[src/rtl/ahb_multi_arbiter_pkg.sv]
// Shared types and default sizing for the multi-master AHB arbiter.
package ahb_arb_pkg;

    typedef enum logic {
        IDLE  = 1'b0,
        OWNED = 1'b1
    } arb_state_e;

    localparam int DEF_NUM_MASTERS = 2;
    localparam int DEF_ADDR_W      = 32;
    localparam int DEF_HOLD_LIMIT  = 16;

endpackage

[src/rtl/ahb_multi_arbiter_if.sv]
// Bus bundle between the requesting masters and the arbiter.
interface ahb_multi_arbiter_if
    import ahb_arb_pkg::*;
#(
    parameter int NUM_MASTERS = DEF_NUM_MASTERS,
    parameter int ADDR_W      = DEF_ADDR_W
);
    localparam int ID_W = $clog2(NUM_MASTERS);

    logic [NUM_MASTERS-1:0]             HRequestIn;
    logic [NUM_MASTERS-1:0][ADDR_W-1:0] HAddrIn;
    logic [NUM_MASTERS-1:0]             HWriteIn;
    logic                               HReady;
    logic [NUM_MASTERS-1:0]             HReadyOut;
    logic [ADDR_W-1:0]                  HAddr;
    logic                               HWrite;
    logic                               HRequest;
    logic [NUM_MASTERS-1:0]             Grant;
    logic [ID_W-1:0]                    GrantId;

    modport master (
        output HRequestIn, HAddrIn, HWriteIn, HReady,
        input  HReadyOut, HAddr, HWrite, HRequest, Grant, GrantId
    );

    modport slave (
        input  HRequestIn, HAddrIn, HWriteIn, HReady,
        output HReadyOut, HAddr, HWrite, HRequest, Grant, GrantId
    );

endinterface

[src/rtl/ahb_multi_arbiter_rr_pick.sv]
// Combinational round-robin picker: first set request at or after start, wrapping.
module rr_pick
    import ahb_arb_pkg::*;
#(
    parameter int N = DEF_NUM_MASTERS
) (
    input  logic [N-1:0]         req,
    input  logic [$clog2(N)-1:0] start,
    output logic [N-1:0]         grant,
    output logic                 valid
);

    always_comb begin
        grant = '0;
        valid = 1'b0;
        for (int i = 0; i < N; i++) begin
            if (!valid && req[(int'(start) + i) % N]) begin
                grant[(int'(start) + i) % N] = 1'b1;
                valid = 1'b1;
            end
        end
    end

endmodule

[src/rtl/ahb_multi_arbiter.sv]
// Round-robin AHB bus arbiter with no-bubble handoff.
// Define ARB_HOLD_LIMIT_EN to force handoff after HOLD_LIMIT completed beats.
module ahb_multi_arbiter
    import ahb_arb_pkg::*;
#(
    parameter int NUM_MASTERS = DEF_NUM_MASTERS,
    parameter int ADDR_W      = DEF_ADDR_W,
    parameter int HOLD_LIMIT  = DEF_HOLD_LIMIT
) (
    input  logic                clk,
    input  logic                reset,
    ahb_multi_arbiter_if.slave  bus
);

    localparam int ID_W = $clog2(NUM_MASTERS);

    arb_state_e             state_q, state_d;
    logic [ID_W-1:0]        owner_q, owner_d;
    logic [ID_W-1:0]        last_q, last_d;
    logic [ID_W-1:0]        start_id, pick_id;
    logic [NUM_MASTERS-1:0] owner_oh, pick_oh;
    logic                   pick_valid;
    logic                   release_c;
    logic                   force_c;
    logic                   owned;

    // Search begins just past the last grant so the previous owner ranks lowest.
    always_comb begin
        if (int'(last_q) == NUM_MASTERS - 1) start_id = '0;
        else                                 start_id = last_q + ID_W'(1);
    end

    rr_pick #(.N(NUM_MASTERS)) u_pick (
        .req   (bus.HRequestIn),
        .start (start_id),
        .grant (pick_oh),
        .valid (pick_valid)
    );

    always_comb begin
        owner_oh = '0;
        pick_id  = '0;
        for (int i = 0; i < NUM_MASTERS; i++) begin
            if (owner_q == ID_W'(i)) owner_oh[i] = 1'b1;
            if (pick_oh[i])          pick_id     = ID_W'(i);
        end
    end

    assign release_c = (state_q == OWNED) && bus.HReady &&
                       (!(|(bus.HRequestIn & owner_oh)) || force_c);

`ifdef ARB_HOLD_LIMIT_EN
    localparam int CNT_W = $clog2(HOLD_LIMIT + 1);

    logic [CNT_W-1:0] beats_q;
    logic             new_grant;

    // beats_q holds beats already completed, so the limit fires on beat HOLD_LIMIT itself.
    assign force_c   = (beats_q >= CNT_W'(HOLD_LIMIT - 1)) &&
                       (|(bus.HRequestIn & ~owner_oh));
    assign new_grant = (state_d == OWNED) && ((state_q == IDLE) || release_c);

    always_ff @(posedge clk) begin
        if (reset) begin
            beats_q <= '0;
        end else if (new_grant) begin
            beats_q <= '0;
        end else if ((state_q == OWNED) && bus.HReady &&
                     (beats_q != CNT_W'(HOLD_LIMIT))) begin
            beats_q <= beats_q + CNT_W'(1);
        end
    end
`else
    logic unused_hold_limit;

    assign force_c           = 1'b0;
    assign unused_hold_limit = (HOLD_LIMIT != 0);
`endif

    always_ff @(posedge clk) begin
        if (reset) begin
            state_q <= IDLE;
            owner_q <= '0;
            last_q  <= ID_W'(NUM_MASTERS - 1);
        end else begin
            state_q <= state_d;
            owner_q <= owner_d;
            last_q  <= last_d;
        end
    end

    always_comb begin
        state_d = state_q;
        owner_d = owner_q;
        last_d  = last_q;
        case (state_q)
            IDLE: begin
                if (pick_valid) begin
                    state_d = OWNED;
                    owner_d = pick_id;
                    last_d  = pick_id;
                end
            end
            OWNED: begin
                if (release_c) begin
                    if (pick_valid) begin
                        owner_d = pick_id;
                        last_d  = pick_id;
                    end else begin
                        state_d = IDLE;
                    end
                end
            end
            default: state_d = IDLE;
        endcase
    end

    // Gating with reset keeps every output quiet during the reset cycle itself.
    assign owned = (state_q == OWNED) && !reset;

    always_comb begin
        bus.Grant     = '0;
        bus.GrantId   = '0;
        bus.HAddr     = '0;
        bus.HWrite    = 1'b0;
        bus.HRequest  = 1'b0;
        if (owned) begin
            bus.Grant    = owner_oh;
            bus.GrantId  = owner_q;
            bus.HAddr    = bus.HAddrIn[owner_q];
            bus.HWrite   = bus.HWriteIn[owner_q];
            bus.HRequest = bus.HRequestIn[owner_q];
        end
        bus.HReadyOut = bus.Grant & {NUM_MASTERS{bus.HReady}};
    end

endmodule

[src/flat_wrapper.sv]
// flat-port wrapper written by rule: the top's interface ports become plain ports
module ahb_multi_arbiter_flat import ahb_arb_pkg::*;
#(
    parameter int NUM_MASTERS = DEF_NUM_MASTERS,
    parameter int ADDR_W      = DEF_ADDR_W,
    parameter int HOLD_LIMIT  = DEF_HOLD_LIMIT
)
  (clk, reset, bus_HRequestIn, bus_HAddrIn, bus_HWriteIn, bus_HReady, bus_HReadyOut, bus_HAddr, bus_HWrite, bus_HRequest, bus_Grant, bus_GrantId);
  ahb_multi_arbiter_if #(.NUM_MASTERS(NUM_MASTERS), .ADDR_W(ADDR_W)) bus_i ();
  input  logic clk;
  input  logic reset;
  input wire logic [$bits(bus_i.HRequestIn)-1:0] bus_HRequestIn;
  input wire logic [$bits(bus_i.HAddrIn)-1:0] bus_HAddrIn;
  input wire logic [$bits(bus_i.HWriteIn)-1:0] bus_HWriteIn;
  input wire logic [$bits(bus_i.HReady)-1:0] bus_HReady;
  output wire logic [$bits(bus_i.HReadyOut)-1:0] bus_HReadyOut;
  output wire logic [$bits(bus_i.HAddr)-1:0] bus_HAddr;
  output wire logic [$bits(bus_i.HWrite)-1:0] bus_HWrite;
  output wire logic [$bits(bus_i.HRequest)-1:0] bus_HRequest;
  output wire logic [$bits(bus_i.Grant)-1:0] bus_Grant;
  output wire logic [$bits(bus_i.GrantId)-1:0] bus_GrantId;
  assign bus_i.HRequestIn = bus_HRequestIn;
  assign bus_i.HAddrIn = bus_HAddrIn;
  assign bus_i.HWriteIn = bus_HWriteIn;
  assign bus_i.HReady = bus_HReady;
  assign bus_HReadyOut = bus_i.HReadyOut;
  assign bus_HAddr = bus_i.HAddr;
  assign bus_HWrite = bus_i.HWrite;
  assign bus_HRequest = bus_i.HRequest;
  assign bus_Grant = bus_i.Grant;
  assign bus_GrantId = bus_i.GrantId;
  ahb_multi_arbiter #(.NUM_MASTERS(NUM_MASTERS), .ADDR_W(ADDR_W), .HOLD_LIMIT(HOLD_LIMIT)) u_core (.clk(clk), .reset(reset), .bus(bus_i));
endmodule
[config.mk]
export PLATFORM = sky130hd
export DESIGN_NAME = ahb_multi_arbiter_flat
export DESIGN_NICKNAME = d
export VERILOG_FILES = /design/src/rtl/ahb_multi_arbiter_pkg.sv /design/src/rtl/ahb_multi_arbiter_if.sv /design/src/rtl/ahb_multi_arbiter_rr_pick.sv /design/src/rtl/ahb_multi_arbiter.sv /design/src/flat_wrapper.sv
export SDC_FILE = /design/constraint.sdc
export NUM_CORES = 1
export LEC_CHECK = 0
export ABC_AREA = 1
export BUFFER_PORTS_ARGS = -buffer_cell sky130_fd_sc_hd__buf_2
export CORE_ASPECT_RATIO = 0.8
export CORE_UTILIZATION = 28
export CTS_BUF_LIST = sky130_fd_sc_hd__clkbuf_4 sky130_fd_sc_hd__clkbuf_8 sky130_fd_sc_hd__clkbuf_16
export CTS_CLUSTER_SIZE = 10
export DETAILED_ROUTE_END_ITERATION = 7
export PLACE_DENSITY = 0.95
export REMOVE_ABC_BUFFERS = 1
export SETUP_SLACK_MARGIN = 0.05
export SYNTH_ARGS = -nofsm -noshare
export SYNTH_HDL_FRONTEND = slang
export SYNTH_HIERARCHICAL = 1
export SYNTH_SLANG_ARGS = --single-unit
[constraint.sdc]
create_clock -name clk -period 2.35 [get_ports clk]
set_input_delay 0.1175 -clock clk [delete_from_list [all_inputs] [get_ports clk]]
set_output_delay 0.1175 -clock clk [all_outputs]
set_load 0.02 [all_outputs]
== Yosys cells after proc, flatten, opt, wreduce, memory -nomap -nowiden ==
Cells that the tools add are included.

* Bits in registers: 3
* Output and inout port bits: 39

* Add/sub/neg operators: 2
* $lt $le $gt $ge: 5
* Equal/unequal tests: 1
* Muxes and demuxes: 37
* Bitwise logic cells: 5
* Reductions and logical operators: 10

{| class="wikitable"
|+ Operators with widths
! kind !! count
|-
| $mux W32 || 3
|-
| $mux W1 || 26
|-
| $logic_and A1 B1 Y1 || 6
|-
| $mux W2 || 3
|-
| $pmux W1 S2 || 3
|-
| $and A2 B2 Y2 || 2
|-
| $lt A1 B2 Y1 const B || 2
|-
| $logic_not A1 Y1 || 3
|-
| $lt A2 B3 Y1 const B || 1
|-
| $add A1 B1 Y1 const B || 2
|-
| $demux W1 S1 || 2
|-
| $ge A2 B1 Y1 const B || 1
|-
| $ne A2 B2 Y1 const B || 1
|-
| $or A2 B2 Y2 || 1
|-
| $reduce_or A2 Y1 || 1
|-
| $and A1 B1 Y1 const A || 1
|-
| $ge A1 B1 Y1 const B || 1
|-
| $not A1 Y1 || 1
|}

== Logic depth before layout (Yosys ltp) ==
Gate-level depths: netlist (run 1).

* Depth after elaboration: 14
* Mapped depth: 7
* Gate-level depth less buffers: 7

== Modules after synthesis ==
The synthesis (run 1) kept the hierarchy.

{| class="wikitable"
|+ Modules (own cells, without submodules)
! module !! instances !! cells each !! area each (sq um)
|-
| ahb_multi_arbiter || 1 || 67 || 568.0
|-
| rr_pick || 1 || 6 || 25.0
|}

== Least setup slack after synthesis (run 1) ==
OpenSTA, ideal clock, no wires.

* Path kind: register to output
* From: reg u_core.state_q
* To: out bus_HAddr[14]
* Data arrival time: 1.045 ns
* Setup slack: 1.188 ns
* Cell stages (with the launch flop): 7
* Path buffers: 1
* Path through: dfxtp_1 > inv_1 > nor2_2 > nand2_2 > inv_4 > buf_6 > a22o_1

* Cells in the longest elaborated chain, start to end: 2

{| class="wikitable"
|+ Ends and longest elaborated chain
! what !! RTL line !! source
|-
| start: declaration || ahb_multi_arbiter.sv:17 || <nowiki>arb_state_e state_q, state_d;</nowiki>
|-
| start signal: assignment || ahb_multi_arbiter.sv:86 || <nowiki>state_q <= state_d;</nowiki>
|-
| $logic_and A1 B1 Y1 || ahb_multi_arbiter.sv:119 || <nowiki>assign owned = (state_q == OWNED) && !reset;</nowiki>
|-
| $mux W32 || ahb_multi_arbiter.sv:127 || <nowiki>if (owned) begin</nowiki>
|-
| end: declaration || flat_wrapper.sv:17 || <nowiki>output wire logic [$bits(bus_i.HAddr)-1:0] bus_HAddr;</nowiki>
|}

Every way passes these cells.

== Worst setup path in the final report (run 1) ==
* From: reg u_core.state_q
* To: out bus_HAddr[20]

The elaborated chain is that of the path after synthesis.

==> flow_summary.toml, run 1 <==
[sta]
finalHoldViolations = 0
finalMaxSlewViolations = 0
final.setup.tns_ns = 0
period_minus_slack_ns = 1.64
max_freq_mhz = 611
skew_ns = 0.00315
rsz0062_at_grt = "false"
setup_viol = 0
slew-limit-headroom = 0.789
period_share = 0.697
whs_ns = 0.0939
worst_pin_slew_ns = 0.317

[detailed_routing]
final_antenna_net_count = 0
firstDrtPassIters = 4
drt_wl_total_mm = 2.59
wl_per_cell_um = 12.8
drt_iter0_drc = 8
route.detailed.drc = 0
viasPerCell = 4.74
vias = 957

[cells_and_area]
finish.utilization = 0.581
fin_area_um2 = 1120
area_delta_synth_final_pct = 90.2
num_antenna_cells = 0
n_fill_cell = 197
drive_above_1_share = 0.798
nNetsFinal = 250
multi_input_comb_area_um2 = 410
final-seq-area_um2 = 60.1
post_layout_nonfiller_instances = 202

[global_routing]
grt_pass1_wl_mm = 3.42
grt_overflow = 0
grt_use_total = 0.205
grt_max_degree = 36
grt_pass1_vias = 806
antenna_found_initial = 0

[clocking]
cts_setup_buffers = 0
cts_resized = 0
cts_sinks = 3
cts_made_buffers = 3
clk_pin_slew_ns = 0.04
clockBufferDepth = 2
cts_hold_buffers = 0
h-tree-depth = 1
clockRootBuffer = "clkbuf_4"
tritoncts = "yes"
clkLatencyLatePin_ns = 0.23

[die]
boundaryPins = 110
core.rowCount = 14
dieArea_um2 = 2290
initial_utilization = 0.305
die_w_um = 53.2
fp.coreArea_um2 = 1930
die_h_um = 43.0

[synthesis]
synth_area_um2 = 588
syn_inst = 72
avgSynthCellArea_um2 = 8.17
ys_warn_count = 6

[critical_path]
cp.required_ns = 2.23
critPathKind = "flip-flop to output pin"
reg2reg_depth = 6
startpoint_type = "flip-flop"
cp_max_fo = 34
end_kind = "output pin"
cp_data_arrival_time_ns = 1.52

[worst_hold_path]
hp-class = "input port to flip-flop"
min_path_cells = 2

[pwr]
power_leakage_nw = 0.736
powerDensity_nw_per_um2 = 318
ir_drop_v = 0.000305

[flow_run]
max_cap_viol_count = 0

[place]
routabilityCongestion = 0.780
io_buffers = 109
dpl.cell_count = 198
hpwlAfterDp_mm = 2.17
placed_area_um2 = 1090

[run_status]
outcome = "finished, final reports clean"
## layout make-up
cell class,count,area share
Clock buffer,4,0.0268
Inverter,10,0.0380
Multi-Input combinational cell,52,0.367
Sequential cell,3,0.0537
Tap cell,24,0.0268
Timing Repair Buffer,109,0.488
## per-stage QoR
step                setup WS [ns]  power [mW]
floorplan                    1.11       0.161
global placement             1.00       0.254
detailed placement          0.972       0.256
CTS                         0.718       0.361
global route                0.635       0.385
finish                      0.713       0.356
## worst max-delay path, cell delays in order (launching register included)
cell and delay, ns:
dfxtp_1 0.32, inv_1 0.05, nor2_2 0.15, nand2_2 0.10
inv_4 0.26, a22o_1 0.23, buf_2 0.17
## layer usage
metal,GRT usage,routed length [um]
met5,0,0
met4,0.0737,63
met3,0.0538,184
met2,0.363,1380
met1,0.230,961
## layout by cell type, fill, tap and decap left out, drive strengths merged
cell / n
nand2: 9
a22o: 33
clkbuf: 4
buf: 109
a21oi: 3
nand3: 2
a21boi: 1
inv: 10
nor2: 3
dfxtp: 3
nand3b: 1
## final timing paths
path | slack [ns] | end | start
setup reg to reg | 1.34 | u_core/owner_q | u_core/owner_q
setup / recovery | 0.71 | bus_HAddr[20] | u_core/state_q
hold reg to reg | 0.48 | u_core/last_q | u_core/last_q
hold / removal | 0.09 | u_core/state_q | reset
## state kept, by name, summed over array words and instances (netlist names)
| name | cells |
|---|---|
| u_core/state_q | 1 |
| u_core/last_q | 1 |
| u_core/owner_q | 1 |
## power breakdown
part | total, mW | internal (mW) | switching [mW]
sequential | 0.0585 | 0.0554 | 0.00305
clock | 0.101 | 0.0750 | 0.0256
combinational | 0.197 | 0.0943 | 0.102
total | 0.356 | 0.225 | 0.131
(Power assumes the default switching activity.)
==> inputs of run 2 (changes only) <==
--- a/config.mk
+++ b/config.mk
@@ -8,11 +8,11 @@
 export ABC_AREA = 1
 export BUFFER_PORTS_ARGS = -buffer_cell sky130_fd_sc_hd__buf_2
 export CORE_ASPECT_RATIO = 0.8
-export CORE_UTILIZATION = 28
+export CORE_UTILIZATION = 23
 export CTS_BUF_LIST = sky130_fd_sc_hd__clkbuf_4 sky130_fd_sc_hd__clkbuf_8 sky130_fd_sc_hd__clkbuf_16
 export CTS_CLUSTER_SIZE = 10
 export DETAILED_ROUTE_END_ITERATION = 7
-export PLACE_DENSITY = 0.95
+export PLACE_DENSITY = 0.87
 export REMOVE_ABC_BUFFERS = 1
 export SETUP_SLACK_MARGIN = 0.05
 export SYNTH_ARGS = -nofsm -noshare
==> constraint.sdc (replaced) <==
create_clock -name clk -period 1.5 [get_ports clk]
set_input_delay 0.075 -clock clk [delete_from_list [all_inputs] [get_ports clk]]
set_output_delay 0.075 -clock clk [all_outputs]
set_load 0.02 [all_outputs]
==> flow_summary.toml, run 2 (same netlist as run 1, synthesis figures left out) <==
[detailed_routing]
final_antenna_net_count = 0
firstDrtPassIters = 4
wl_per_cell_um = 12.4
drt_wl_total_mm = 2.67
drt_iter0_drc = 32
route.detailed.drc = 0
viasPerCell = 4.57
vias = 983

[place]
pre_cts_ws_ns = 0.183
dpl.cell_count = 208
hpwlAfterDp_mm = 1.99
routabilityCongestion = 0.708
io_buffers = 109

[sta]
worst_pin_slew_ns = 0.186
slew-limit-headroom = 0.876
finalWorstSetupSlack_ns = 0.0950
finalMaxSlewViolations = 0
setup_viol = 0
final.setup.tns_ns = 0
skew_ns = 0.00249
period_share = 0.937
rsz0062_at_grt = "true"
finalHoldViolations = 0
period_minus_slack_ns = 1.41
max_freq_mhz = 712

[clocking]
cts_setup_buffers = 0
clkLatencyLatePin_ns = 0.23
clk_pin_slew_ns = 0.04
tritoncts = "yes"
cts_sinks = 3
cts_made_buffers = 3
h-tree-depth = 1
clockRootBuffer = "clkbuf_4"
cts_hold_buffers = 0
clockBufferDepth = 2

[cells_and_area]
drive_above_1_share = 0.818
num_antenna_cells = 0
final_cell_mix = "buf_2, a22o_2, a22o_1"
nNetsFinal = 253
mostFrequentLayoutCell = "buf_2"
area_delta_synth_final_pct = 106
post_layout_nonfiller_instances = 215
largestRegisters = "u_core/last_q x1, u_core/owner_q x1, u_core/state_q x1"

[global_routing]
grt_pass1_vias = 841
grt_max_degree = 19
grt_overflow = 0
grt_use_total = 0.166
antenna_found_initial = 0
grt_pass1_wl_mm = 3.53

[critical_path]
reg2reg_depth = 7
critPathKind = "flip-flop to output pin"
r2r-start = "u_core/owner_q"
cp_max_fo = 9
cp_data_arrival_time_ns = 1.33
startpoint_type = "flip-flop"
r2r_end = "u_core/last_q"
r2r_slack_ns = 0.49
end_kind = "output pin"
cp.required_ns = 1.42

[pwr]
powerDensity_nw_per_um2 = 477
seqPwrFrac = 0.161
switching_share = 0.374
power_frac_comb = 0.570
power_leakage_nw = 0.775
power.switching_mw = 0.216
p_clk_frac = 0.269
internal_power_mw = 0.363
ir_drop_v = 0.000412

[worst_hold_path]
hold_end = "u_core/state_q"
worstHoldStart = "reset"
min_path_cells = 2
hp-class = "input port to flip-flop"

[die]
die_h_um = 47.2
die_w_um = 58.5
core.rowCount = 15
boundaryPins = 110
dieArea_um2 = 2760
fp.coreArea_um2 = 2290
initial_utilization = 0.257

[flow_run]
max_cap_viol_count = 0

[run_status]
outcome = "finished, final reports clean"
[run 2: cell count changes in the layout (fill, tap and decap cells not counted), moves of 2 or more]
| cell | previous run | this run |
|---|---|---|
| buf_2 | 109 | 104 |
| buf_4 | 0 | 4 |
| clkinv_8 | 0 | 2 |
| dfxtp_1 | 3 | 1 |
| dfxtp_2 | 0 | 2 |
| inv_4 | 2 | 0 |
| inv_6 | 0 | 2 |
| nand2_2 | 2 | 0 |
| nand2_4 | 0 | 2 |
[run 2: power by group through the flow]
stage | Combinational (mW) | Clock [mW] | Sequential [mW]
2_1_floorplan | 0.160 | 0 | 0.0915
3_3_place_gp | 0.303 | 0 | 0.0923
3_5_place_dp | 0.307 | 0 | 0.0928
4_1_cts | 0.321 | 0.163 | 0.0922
5_1_grt | 0.359 | 0.172 | 0.0940
6_report | 0.330 | 0.156 | 0.0932
[run 2: final cells by class]
type | count | area [um^2]
Inverter | 10 | 62.6
Timing Repair inverter | 3 | 28.8
Multi-Input combinational cell | 52 | 425
Clock buffer | 4 | 30.0
Fill cell | 251 | 1080
Sequential cell | 3 | 62.6
Tap cell | 34 | 42.5
Timing Repair Buffer | 109 | 562
[run 2: how the worst max path moves through the flow]
stage | startpoint | cells past startpoint | endpoint
global placement | u_core/state_q | 6 | bus_HAddr[4]
detailed placement | u_core/state_q | 6 | bus_HAddr[4]
floorplan | u_core/state_q | 5 | bus_HAddr[14]
finish | u_core/owner_q | 5 | bus_HAddr[6]
global route | u_core/state_q | 6 | bus_HAddr[17]
CTS | u_core/owner_q | 5 | bus_HAddr[6]
[run 2: stage by stage]
stage	total power, mW	area, um^2	util	hold WS, ns
after floorplan	0.252	513	-	0.144
final	0.579	1210	0.530	0.0641
after global routing	0.625	1210	0.530	0.0714
after CTS	0.576	1170	0.513	0.0646
after detailed placement	0.400	1100	0.481	0.287
after global placement	0.395	1100	0.481	0.291
[run 2: critical path, stage by stage, from the launching register on]
cell,delay [ns]
dfxtp_2,0.37
inv_2,0.06
nand2_4,0.17
clkinv_8,0.09
a22o_2,0.24
buf_2,0.16
[run 2: repair_timing]
action / 4_1_cts / 5_1_grt
gates resized for setup: 9 / 12
cloned: 2 / 1
pin swaps: 0 / 1
endpoints found under the setup margin: 33 / 33
[run 2: layer usage]
metal | vias up | part of all wire | track usage | wire length (um)
met1 | 445 | 0.39 | 0.189 | 1060
met4 | 0 | 0.0037 | 0.0524 | 10
met2 | 41 | 0.53 | 0.322 | 1410
li1 | 495 | - | - | -
met5 | - | 0 | 0 | 0
met3 | 2 | 0.073 | 0.0331 | 195
==> inputs of run 3 (changes only) <==
==> constraint.sdc (replaced) <==
create_clock -name clk -period 1.5 [get_ports clk]
set_input_delay 0.3 -clock clk [delete_from_list [all_inputs] [get_ports clk]]
set_output_delay 0.3 -clock clk [all_outputs]
set_load 0.02 [all_outputs]
==> flow_summary.toml, run 3 (same netlist as run 1, synthesis figures left out) <==
[sta]
skew_ns = 0.00214
finalHoldViolations = 0
finalMaxSlewViolations = 0
max_freq_mhz = 625
rsz0062_at_grt = "true"
slew-limit-headroom = 0.907
period_share = 1.07
setup_viol = 33
worst_pin_slew_ns = 0.139
whs_ns = 0.375
period_minus_slack_ns = 1.60
final.setup.tns_ns = -2.53
finalWorstSetupSlack_ns = -0.101

[run_status]
outcome = "finished, violations left"
failed_checks = "setup timing"

[die]
boundaryPins = 110
core.rowCount = 15
die_h_um = 47.2
die_w_um = 58.5
dieArea_um2 = 2760
initial_utilization = 0.257
fp.coreArea_um2 = 2290

[detailed_routing]
route.detailed.drc = 0
drt_iter0_drc = 40
viasPerCell = 4.51
drt_wl_total_mm = 2.77
firstDrtPassIters = 4
vias = 988
wl_per_cell_um = 12.6
final_antenna_net_count = 0

[clocking]
clkLatencyLatePin_ns = 0.22
clk_pin_slew_ns = 0.04
cts_made_buffers = 3
cts_hold_buffers = 0
clockBufferDepth = 2
clockRootBuffer = "clkbuf_4"
h-tree-depth = 1
tritoncts = "yes"
cts_sinks = 3

[place]
routabilityCongestion = 0.789
placed_area_um2 = 1200
hpwlAfterDp_mm = 2.10
io_buffers = 109

[cells_and_area]
area_delta_synth_final_pct = 154
largestRegisters = "u_core/last_q x1, u_core/owner_q x1, u_core/state_q x1"
final_cell_mix = "buf_2, buf_6, a22o_2"
num_antenna_cells = 0
nNetsFinal = 257
finish.utilization = 0.651
drive_above_1_share = 0.827
fin_area_um2 = 1490
mostFrequentLayoutCell = "buf_2"

[pwr]
power.total_mw = 0.653
power_leakage_nw = 0.827
powerDensity_nw_per_um2 = 438
ir_drop_v = 0.000455

[global_routing]
grt_overflow = 0
antenna_found_initial = 0
grt_use_total = 0.167
grt_max_degree = 22
grt_pass1_wl_mm = 3.61
grt_pass1_vias = 847

[critical_path]
reg2reg_depth = 6
cp.required_ns = 1.20
r2r_slack_ns = 0.56
critPathKind = "flip-flop to output pin"
end_kind = "output pin"
cp_data_arrival_time_ns = 1.30
r2r-start = "u_core/owner_q"
cp_max_fo = 21
startpoint_type = "flip-flop"
crit_start = "u_core/state_q"

[worst_hold_path]
hp-class = "input port to flip-flop"
worstHoldStart = "reset"
min_path_cells = 3

[flow_run]
max_cap_viol_count = 0
## run 3: cell count changes in the layout (fill, tap and decap cells not counted), sizes merged
cell / previous run / this run
inv: 11 / 10
clkinv: 2 / 0
buf: 109 / 116
## run 3: report_power, final
part	switching [mW]	internal, mW	total (mW)
Combinational	0.182	0.227	0.409
Sequential	0.00462	0.0867	0.0914
Clock	0.0352	0.117	0.152
Total	0.222	0.431	0.653
## run 3: final cells by class
cell class              instances  area, um^2
well taps                      34        42.5
multi-input cells              52         438
repair buffers                116         873
clock buffers                   4        30.0
inverters                      10        42.5
flip-flops and latches          3        65.1
fillers                       202         798
## run 3: per-stage QoR
| step | instances | worst slack [ns] |
|---|---|---|
| 2_1_floorplan | 65 | 0.0787 |
| 3_5_place_dp | 214 | -0.0320 |
| 4_1_cts | 219 | -0.106 |
| 3_3_place_gp | 214 | -0.00313 |
| 6_report | 219 | -0.101 |
| 5_1_grt | 219 | -0.149 |
## run 3: timing repair
item / in CTS / in global routing
endpoints found under the setup margin: 36 / 38
buffers inserted: 1 / 0
resized for setup: 75 / 6
pin swaps: 3 / 3
## run 3: path summary, 6_finish.rpt
check,endpoint
worst max-delay path,bus_HAddr[28]
worst min-delay path,u_core/state_q
worst max register to register,u_core/owner_q
worst min register to register,u_core/last_q
## run 3: critical path, stage by stage (launching register included)
cell and delay, ns:
dfxtp_2 0.31, inv_2 0.06, nor2_4 0.04, nand2_2 0.08, inv_4 0.05, buf_12 0.15
a22o_2 0.25, buf_6 0.13
## run 3: metal layers
layer | wire length, um | global-route usage
met1 | 964 | 0.188
met2 | 1590 | 0.345
met3 | 174 | 0.0220
met4 | 42 | 0.0286
met5 | 0 | 0
